===== src/rtl/mem_bus_unit.sv =====
// -----------------------------------------------------------------------------
// mem_bus_unit
//
// Sequenced memory bus unit between the core datapath and external memory.
// One access is accepted at a time from IDLE, then walks SETUP -> ACCESS ->
// DONE. ACCESS waits for mem_ready_i with a bounded wait counter. An access
// that sees no mem_ready_i within TIMEOUT cycles is aborted with err_o.
//
// Handshake: req_i is looked at only while the unit is IDLE. A req_i that
// arrives in any other state is dropped, not queued, so the core must
// re-assert it. Each accepted request (and each reserved-op request) ends
// with exactly one done_o pulse. err_o is only ever high together with
// done_o. mem_ready_i is looked at only while the unit is in ACCESS.
//
// Ports
//   clk_i        system clock, rising edge
//   rst_ni       asynchronous active-low reset
//   req_i        access request (IDLE only)
//   op_i         00 fetch, 01 load, 10 store, 11 reserved
//   addr_i       access address, captured with req_i
//   wdata_i      store data, captured with req_i
//   busy_o       access in flight (SETUP/ACCESS/DONE of a real access)
//   done_o       one-cycle completion pulse
//   err_o        one-cycle error pulse, coincident with done_o
//   rdata_o      data of the last successful load
//   instr_o      instruction register, data of the last successful fetch
//   mem_addr_o   registered memory address
//   mem_wdata_o  registered store data
//   mem_rd_o     read strobe (ACCESS of fetch/load only)
//   mem_wr_o     write strobe (ACCESS of store only)
//   mem_rdata_i  memory read data
//   mem_ready_i  memory completion
//   state_o      current FSM state, for observation
// -----------------------------------------------------------------------------
module mem_bus_unit #(
    parameter int DW      = 16,
    parameter int AW      = 16,
    parameter int TIMEOUT = 15
) (
    input  logic          clk_i,
    input  logic          rst_ni,
    input  logic          req_i,
    input  logic [1:0]    op_i,
    input  logic [AW-1:0] addr_i,
    input  logic [DW-1:0] wdata_i,
    output logic          busy_o,
    output logic          done_o,
    output logic          err_o,
    output logic [DW-1:0] rdata_o,
    output logic [DW-1:0] instr_o,
    output logic [AW-1:0] mem_addr_o,
    output logic [DW-1:0] mem_wdata_o,
    output logic          mem_rd_o,
    output logic          mem_wr_o,
    input  logic [DW-1:0] mem_rdata_i,
    input  logic          mem_ready_i,
    output logic [1:0]    state_o
);

    localparam int CW = $clog2(TIMEOUT + 1);
    localparam logic [CW-1:0] TIMEOUT_C = CW'(TIMEOUT);

    localparam logic [1:0] OP_FETCH = 2'b00;
    localparam logic [1:0] OP_LOAD  = 2'b01;
    localparam logic [1:0] OP_STORE = 2'b10;
    localparam logic [1:0] OP_RSV   = 2'b11;

    typedef enum logic [1:0] {
        IDLE   = 2'b00,
        SETUP  = 2'b01,
        ACCESS = 2'b10,
        DONE   = 2'b11
    } state_t;

    state_t        state_q, state_d;
    logic [1:0]    op_q, op_d;
    logic          err_q, err_d;
    logic [CW-1:0] wait_q, wait_d;
    logic [AW-1:0] addr_q, addr_d;
    logic [DW-1:0] wdata_q, wdata_d;
    logic [DW-1:0] rdata_q, rdata_d;
    logic [DW-1:0] instr_q, instr_d;

    always_ff @(posedge clk_i or negedge rst_ni) begin
        if (!rst_ni) begin
            state_q <= IDLE;
            op_q    <= OP_FETCH;
            err_q   <= 1'b0;
            wait_q  <= '0;
            addr_q  <= '0;
            wdata_q <= '0;
            rdata_q <= '0;
            instr_q <= '0;
        end else begin
            state_q <= state_d;
            op_q    <= op_d;
            err_q   <= err_d;
            wait_q  <= wait_d;
            addr_q  <= addr_d;
            wdata_q <= wdata_d;
            rdata_q <= rdata_d;
            instr_q <= instr_d;
        end
    end

    always_comb begin
        state_d = state_q;
        op_d    = op_q;
        err_d   = err_q;
        wait_d  = wait_q;
        addr_d  = addr_q;
        wdata_d = wdata_q;
        rdata_d = rdata_q;
        instr_d = instr_q;

        case (state_q)
            IDLE: begin
                if (req_i) begin
                    op_d = op_i;
                    if (op_i == OP_RSV) begin
                        // Reserved op completes straight away with an error;
                        // the memory side is never touched.
                        err_d   = 1'b1;
                        state_d = DONE;
                    end else begin
                        err_d   = 1'b0;
                        addr_d  = addr_i;
                        wdata_d = wdata_i;
                        state_d = SETUP;
                    end
                end
            end
            SETUP: begin
                wait_d  = '0;
                state_d = ACCESS;
            end
            ACCESS: begin
                if (mem_ready_i) begin
                    // A ready on the last allowed cycle still counts as success.
                    if (op_q == OP_FETCH) begin
                        instr_d = mem_rdata_i;
                    end else if (op_q == OP_LOAD) begin
                        rdata_d = mem_rdata_i;
                    end
                    state_d = DONE;
                end else begin
                    // Leaves ACCESS as soon as the count reaches TIMEOUT,
                    // so the counter can never wrap.
                    wait_d = wait_q + CW'(1);
                    if (wait_d == TIMEOUT_C) begin
                        err_d   = 1'b1;
                        state_d = DONE;
                    end
                end
            end
            DONE: begin
                state_d = IDLE;
            end
            default: begin
                state_d = IDLE;
            end
        endcase
    end

    // Every output below comes from registers only; strobes follow state_q
    // so an asynchronous reset drops them without waiting for a clock edge.
    assign busy_o      = (state_q != IDLE) && !((state_q == DONE) && (op_q == OP_RSV));
    assign done_o      = (state_q == DONE);
    assign err_o       = (state_q == DONE) && err_q;
    assign mem_rd_o    = (state_q == ACCESS) && (op_q != OP_STORE);
    assign mem_wr_o    = (state_q == ACCESS) && (op_q == OP_STORE);
    assign rdata_o     = rdata_q;
    assign instr_o     = instr_q;
    assign mem_addr_o  = addr_q;
    assign mem_wdata_o = wdata_q;
    assign state_o     = state_q;

endmodule


===== config.mk =====
export PLATFORM = sky130hd
export DESIGN_NAME = mem_bus_unit
export DESIGN_NICKNAME = d
export VERILOG_FILES = /design/src/rtl/mem_bus_unit.sv
export SDC_FILE = /design/constraint.sdc
export NUM_CORES = 1
export LEC_CHECK = 0
export BUFFER_PORTS_ARGS = -buffer_cell sky130_fd_sc_hd__buf_2
export CAP_MARGIN = 20
export CORE_UTILIZATION = 50
export CTS_BUF_LIST = sky130_fd_sc_hd__clkbuf_16
export DETAILED_ROUTE_END_ITERATION = 8
export PLACE_DENSITY_LB_ADDON = 0.2
export SYNTH_ARGS = -nofsm -noshare
export SYNTH_HDL_FRONTEND = slang
export SYNTH_SLANG_ARGS = --single-unit

===== constraint.sdc =====
create_clock -name clk_i -period 3.7 [get_ports clk_i]
set_input_delay 0 -clock clk_i [delete_from_list [all_inputs] [get_ports clk_i]]
set_output_delay 0 -clock clk_i [all_outputs]
set_load 0.03 [all_outputs]

==> metrics.txt, run 1 <==
Max Transition Viols Final 0; post-route ant nets 0; Sw Share 43.0%; CTS tree built; CTS root buffer clkbuf_16; relative slew slack 39.8%; vias in the first global route 2396; min Tclk post-route 2310 ps; flops & latches, synth 73; total of max-cap violations 0; Required @ worst endpoint 3900 ps; ordered list of cells on the worst path inv_1 -> ha_1 -> nand2_1 -> or3_1 -> mux2_4; Area growth, synth to finish 47.7%; Worst Tran Pin Value 903 ps; H-tree levels 3; post-synthesis cell area 0.00309 mm²; Lkg Pwr 2.27 nW; first-pass GRT wire length 11300 µm; routed len/inst 15.7 µm; clk_lat worst skew 330 ps; RSZ-0062 raised after global routing no; Worst path max stage delay 710 ps; Hold Vio Cnt, Final 0; vias per cell 4.97; dominant cell by count in the synthesized netlist dfrtp_1; post-CTS sizing 0; Synth top area share 59.2%; Syn Inst Count 209; status finished clean; Nets 450; setup_tns 0 ps; clock skew 5.82 ps; setup violators final 0; Tot Pwr 4.21 mW; RR Startpoint state_o[0]; die width 80.6 µm; async set-reset flop share out of synthesis 100%; Crit. End Element flop; WS Path Type flop to flop; register area 0.00183 mm²; filler cell count 382; CTS buffer count 9; Clk pwr share 18.6%; sequential share of the synthesized area 59.2%; total gr overflow 0; Starting Density 52.1%; initial antenna violation count 0; Finished Core Util 77.0%; placed insts 402; Non-Filler Instances 470; chip height 80.6 µm; Worst Hold Slack 28.2 ps; CP Launch Type flop; Pint 2.40 mW; gpl congestion 0.776; Die Area 0.00649 mm²; port buffer count 124; core area 0.00592 mm²; upper clock frequency limit 0.433 GHz; ranking of synthesized cells by area dfrtp_1 59%, mux2_2 21%, mux2_4 4.9%; routed vias 2336; Net Sw Power 1.81 mW; Synth cell types 34; Syn Nets 269; FP Rows 28; period utilization 62.4%; combinational power share 48.0%; drt drc 0; clock sink total 73; IO Pins 125; synthesized area per cell 14.8 µm²; layout cells sized above 1 53.7%; HPWL Detailed 4460 µm; YS warnings 0; Most used DFF post-synth dfrtp_1; Critical Path Source state_o[0]; Hold Path Class input port to asynchronous set/reset pin; Commonest cells post-synth 73 x dfrtp_1, 58 x mux2_2, 10 x mux2_4, 9 x nand2_1, 8 x o21ai_0; GRT Total Usage 23.9%; Reg clk slew, reported paths 60 ps; Worst Path Arrival 2510 ps; drt pass-1 iters 4; R2R setup slack 1390 ps; DRT Wirelength 7360 µm; Pwr Density 923 mW/mm²; number of DRC markers in iteration 0 58; worst-path fanout max 16; maximum VDD drop 0.000600 V; largest area contributor in the netlist dfrtp_1; Post-synth EDFFs 0; clk buf depth 2; ANT cells 0; pin count of the biggest net entering global routing 47; area occupied by multi-input gates 0.00117 mm²; register share of total power 33.4%; CP max stage cell or3_1
==> worst paths after layout <==
check / to / depth (start not counted)
setup / recovery: rdata_o[12] / 5
hold / removal: rdata_o[6] / 2
setup reg to reg: rdata_o[12] / 5
hold reg to reg: mem_addr_o[11] / 1
max in group asynchronous: rdata_o[12] / 4
min in group clk_i: state_o[0] / 3
==> cell type report <==
class,instances,share of cell area (%)
Clock inverter,7,1.02
Inverter,6,0.494
Clock buffer,9,4.94
Multi-Input combinational cell,121,25.7
Tap cell,75,2.06
Timing Repair Buffer,179,25.7
Sequential cell,73,40.1
==> cell usage in the layout, fill, tap and decap left out, drive strengths merged, types with 2 or more instances in the layout <==
master / synthesis / routed
mux2: 68 / 68
dfrtp: 73 / 73
a21boi: 2 / 2
inv: 6 / 7
clkinvlp: 0 / 2
clkbuf: 3 / 9
clkinv: 0 / 4
ha: 6 / 6
a22o: 3 / 3
nand3: 2 / 2
nand2: 9 / 9
buf: 6 / 128
o21ai: 8 / 8
nand2b: 6 / 6
dlygate4sd3: 0 / 51
==> per-stage QoR <==
stage / setup slack (ps) / area (µm²)
2_1_floorplan: 1700 / 3090
3_3_place_gp: 1460 / 3760
3_5_place_dp: 1400 / 3760
4_1_cts: 1400 / 4540
5_1_grt: 1260 / 4560
6_report: 1390 / 4560
==> repair_timing <==
| item | 4_1_cts | 5_1_grt |
|---|---|---|
| hold buffers | 51 | 0 |
| setup buffers | 0 | 0 |
| hold endpoints to repair | 111 | 0 |
==> power by group through the flow <==
stage	registers, mW	clock network [mW]	logic (mW)
CTS	1.40	0.793	2.02
detailed placement	1.41	0	1.96
finish	1.41	0.783	2.02
floorplan	2.13	0	0.676
global placement	1.39	0	1.93
global route	1.46	0.841	2.14
==> cell families (layout without fill, tap and decap cells) <==
kind of cell / Yosys count / after routing / synth area share (%)
muxes: 68 / 68 / 26.0
DFF: 73 / 73 / 59.2
buffers and inverters: 15 / 201 / 2.88
AOI/OAI and AO/OA: 21 / 21 / 4.66
and+or+nand+nor: 26 / 26 / 4.82
adders and majority gates: 6 / 6 / 2.43
==> sequential cells by signal (all words and copies together), names as in the netlist <==
name         cells
state_o          2
op_q             2
mem_addr_o      16
wait_q           4
rdata_o         16
err_q            1
mem_wdata_o     16
instr_o         16
==> critical path, delay by kind of cell (launching register included) <==
kind	cells	cell delay, ps
fa+ha+maj	1	390
mux	1	440
buf+inv	1	120
flops	1	410
simple gates	2	840
==> routing by layer <==
| layer | part of all wire (%) | GRT usage, % | wire [µm] |
|---|---|---|---|
| met2 | 50 | 40.3 | 3680 |
| met4 | 2.3 | 10.7 | 172 |
| met3 | 6.1 | 6.48 | 447 |
| met5 | 0 | 0 | 0 |
| met1 | 42 | 28.3 | 3060 |
Power figures use the tool's default switching activity.
==> inputs of run 2 (changes only) <==
CORE_UTILIZATION = 48   (was 50)
clock period = 2.3 ns   (was 3.7 ns; I/O delays follow)
==> metrics.txt, run 2 (synthesized netlist as in run 1, its figures left out) <==
setup_tns 0 ps (unchanged); status finished clean (unchanged); core area 0.00606 mm² (was 0.00592 mm²); first-pass GRT wire length 11200 µm (was 11300 µm); Tot Pwr 6.95 mW (was 4.21 mW); clock skew 4.16 ps (was 5.82 ps); Worst Hold Slack 88.2 ps (was 28.2 ps); initial antenna violation count 0 (unchanged); FP Rows 28 (unchanged); Starting Density 50.9% (was 52.1%); relative slew slack 63.0% (was 39.8%); ANT cells 0 (unchanged); maximum VDD drop 0.00121 V (was 0.000600 V); Finished Core Util 76.0% (was 77.0%); Setup WS post-layout 463 ps (was 1390 ps); CP Launch Type flop (unchanged); filler cell count 392 (was 382); R2R setup slack 460 ps (was 1390 ps); clk buf depth 2 (unchanged); Crit. End Element flop (unchanged); min Tclk post-route 1840 ps (was 2310 ps); total gr overflow 0 (unchanged); post-CTS sizing 0 (unchanged); CTS root buffer clkbuf_16 (unchanged); port buffer count 124 (unchanged); vias per cell 4.92 (was 4.97); post-route ant nets 0 (unchanged); chip height 82.2 µm (was 80.6 µm); drt drc 0 (unchanged); setup violators final 0 (unchanged); CTS tree built (unchanged); H-tree levels 3 (unchanged); pin count of the biggest net entering global routing 45 (was 47); Required @ worst endpoint 2500 ps (was 3900 ps); vias in the first global route 2337 (was 2396); die width 82.2 µm (was 80.6 µm); upper clock frequency limit 0.544 GHz (was 0.433 GHz); gpl congestion 0.812 (was 0.776); commonest non-fill, non-tap cell in the layout buf_2 (unchanged); pre-CTS setup slack 477 ps (was 1400 ps); register area 0.00183 mm² (unchanged); GRT Total Usage 23.0% (was 23.9%); Hold Vio Cnt, Final 0 (unchanged); total of max-cap violations 0 (unchanged); clk_lat worst skew 320 ps (was 330 ps); Worst Tran Pin Value 554 ps (was 903 ps); worst-path fanout max 24 (was 16); CTS buffer count 9 (unchanged); drt pass-1 iters 4 (unchanged); routed len/inst 15.3 µm (was 15.7 µm); most frequent cells in the layout 124 x buf_2, 73 x dfrtp_1, 58 x mux2_2 (unchanged); number of DRC markers in iteration 0 50 (was 58); routed vias 2325 (was 2336); period utilization 79.9% (was 62.4%); Pwr Density 1510 mW/mm² (was 923 mW/mm²); Lkg Pwr 2.30 nW (was 2.27 nW); Hold Path Class input port to flop (was input port to asynchronous set/reset pin); area occupied by multi-input gates 0.00117 mm² (unchanged); Max Transition Viols Final 0 (unchanged); RSZ-0062 raised after global routing no (unchanged); Nets 453 (was 450); Die Area 0.00676 mm² (was 0.00649 mm²); clock sink total 73 (unchanged); layout cells sized above 1 53.5% (was 53.7%); Worst Path Arrival 2040 ps (was 2510 ps); DRT Wirelength 7230 µm (was 7360 µm); Area growth, synth to finish 49.3% (was 47.7%); HPWL Detailed 4530 µm (was 4460 µm); WS Path Type flop to flop (unchanged); IO Pins 125 (unchanged); Reg clk slew, reported paths 50 ps (was 60 ps)
==> run 2: cell count changes in the layout (fill, tap and decap cells not counted), sizes merged <==
cell / delta
buf: +3
inv: +1
clkinvlp: -2
clkinv: -1
bufinv: +2
==> run 2: worst paths after layout <==
check                               start             end  cells past startpoint
setup / recovery               state_o[1]   mem_addr_o[5]                      6
hold / removal                      req_i      state_o[0]                      3
setup reg to reg               state_o[1]   mem_addr_o[5]                      6
hold reg to reg            mem_addr_o[13]  mem_addr_o[13]                      1
max in group asynchronous          rst_ni      rdata_o[0]                      3
min in group asynchronous          rst_ni      instr_o[6]                      3
==> run 2: per-layer routing <==
layer	vias up	share of wire, %	track usage (%)
li1	1114	-	-
met4	0	2.3	10.5
met3	15	4.8	6.04
met1	1128	40	26.0
met2	68	53	40.3
met5	-	0	0
==> run 2: layout make-up <==
type | instances | share of cell area [%]
clock buffer | 9 | 4.89
clock inverter | 7 | 1.85
inverter | 6 | 0.489
multi-input combinational | 121 | 25.4
sequential | 73 | 39.6
tap | 75 | 2.04
timing repair buffer | 182 | 25.7
==> run 2: repair_timing <==
item | in CTS | in global routing
hold buffers | 51 | 0
setup endpoints to repair | 0 | 0
hold endpoints to repair | 139 | 0
setup buffers | 0 | 0
==> run 2: per-stage QoR <==
step / cell area [µm²] / std cells
after floorplan: 3090 / 209
after global placement: 3790 / 406
after detailed placement: 3790 / 406
after CTS: 4610 / 473
after global routing: 4610 / 473
final: 4610 / 473
==> run 2: report_power, final <==
group | leakage (nW) | switching (mW) | internal [mW]
logic | 1.26 | 2.03 | 1.23
registers | 0.890 | 0.339 | 1.91
clock network | 0.156 | 0.499 | 0.939
total | 2.30 | 2.87 | 4.08
==> run 2: critical path, cell delays in order, from the launching register on <==
cell	delay (ps)
dfrtp_1	420
inv_1	100
ha_1	230
nand2_1	150
a21o_1	130
buf_4	300
mux2_2	380
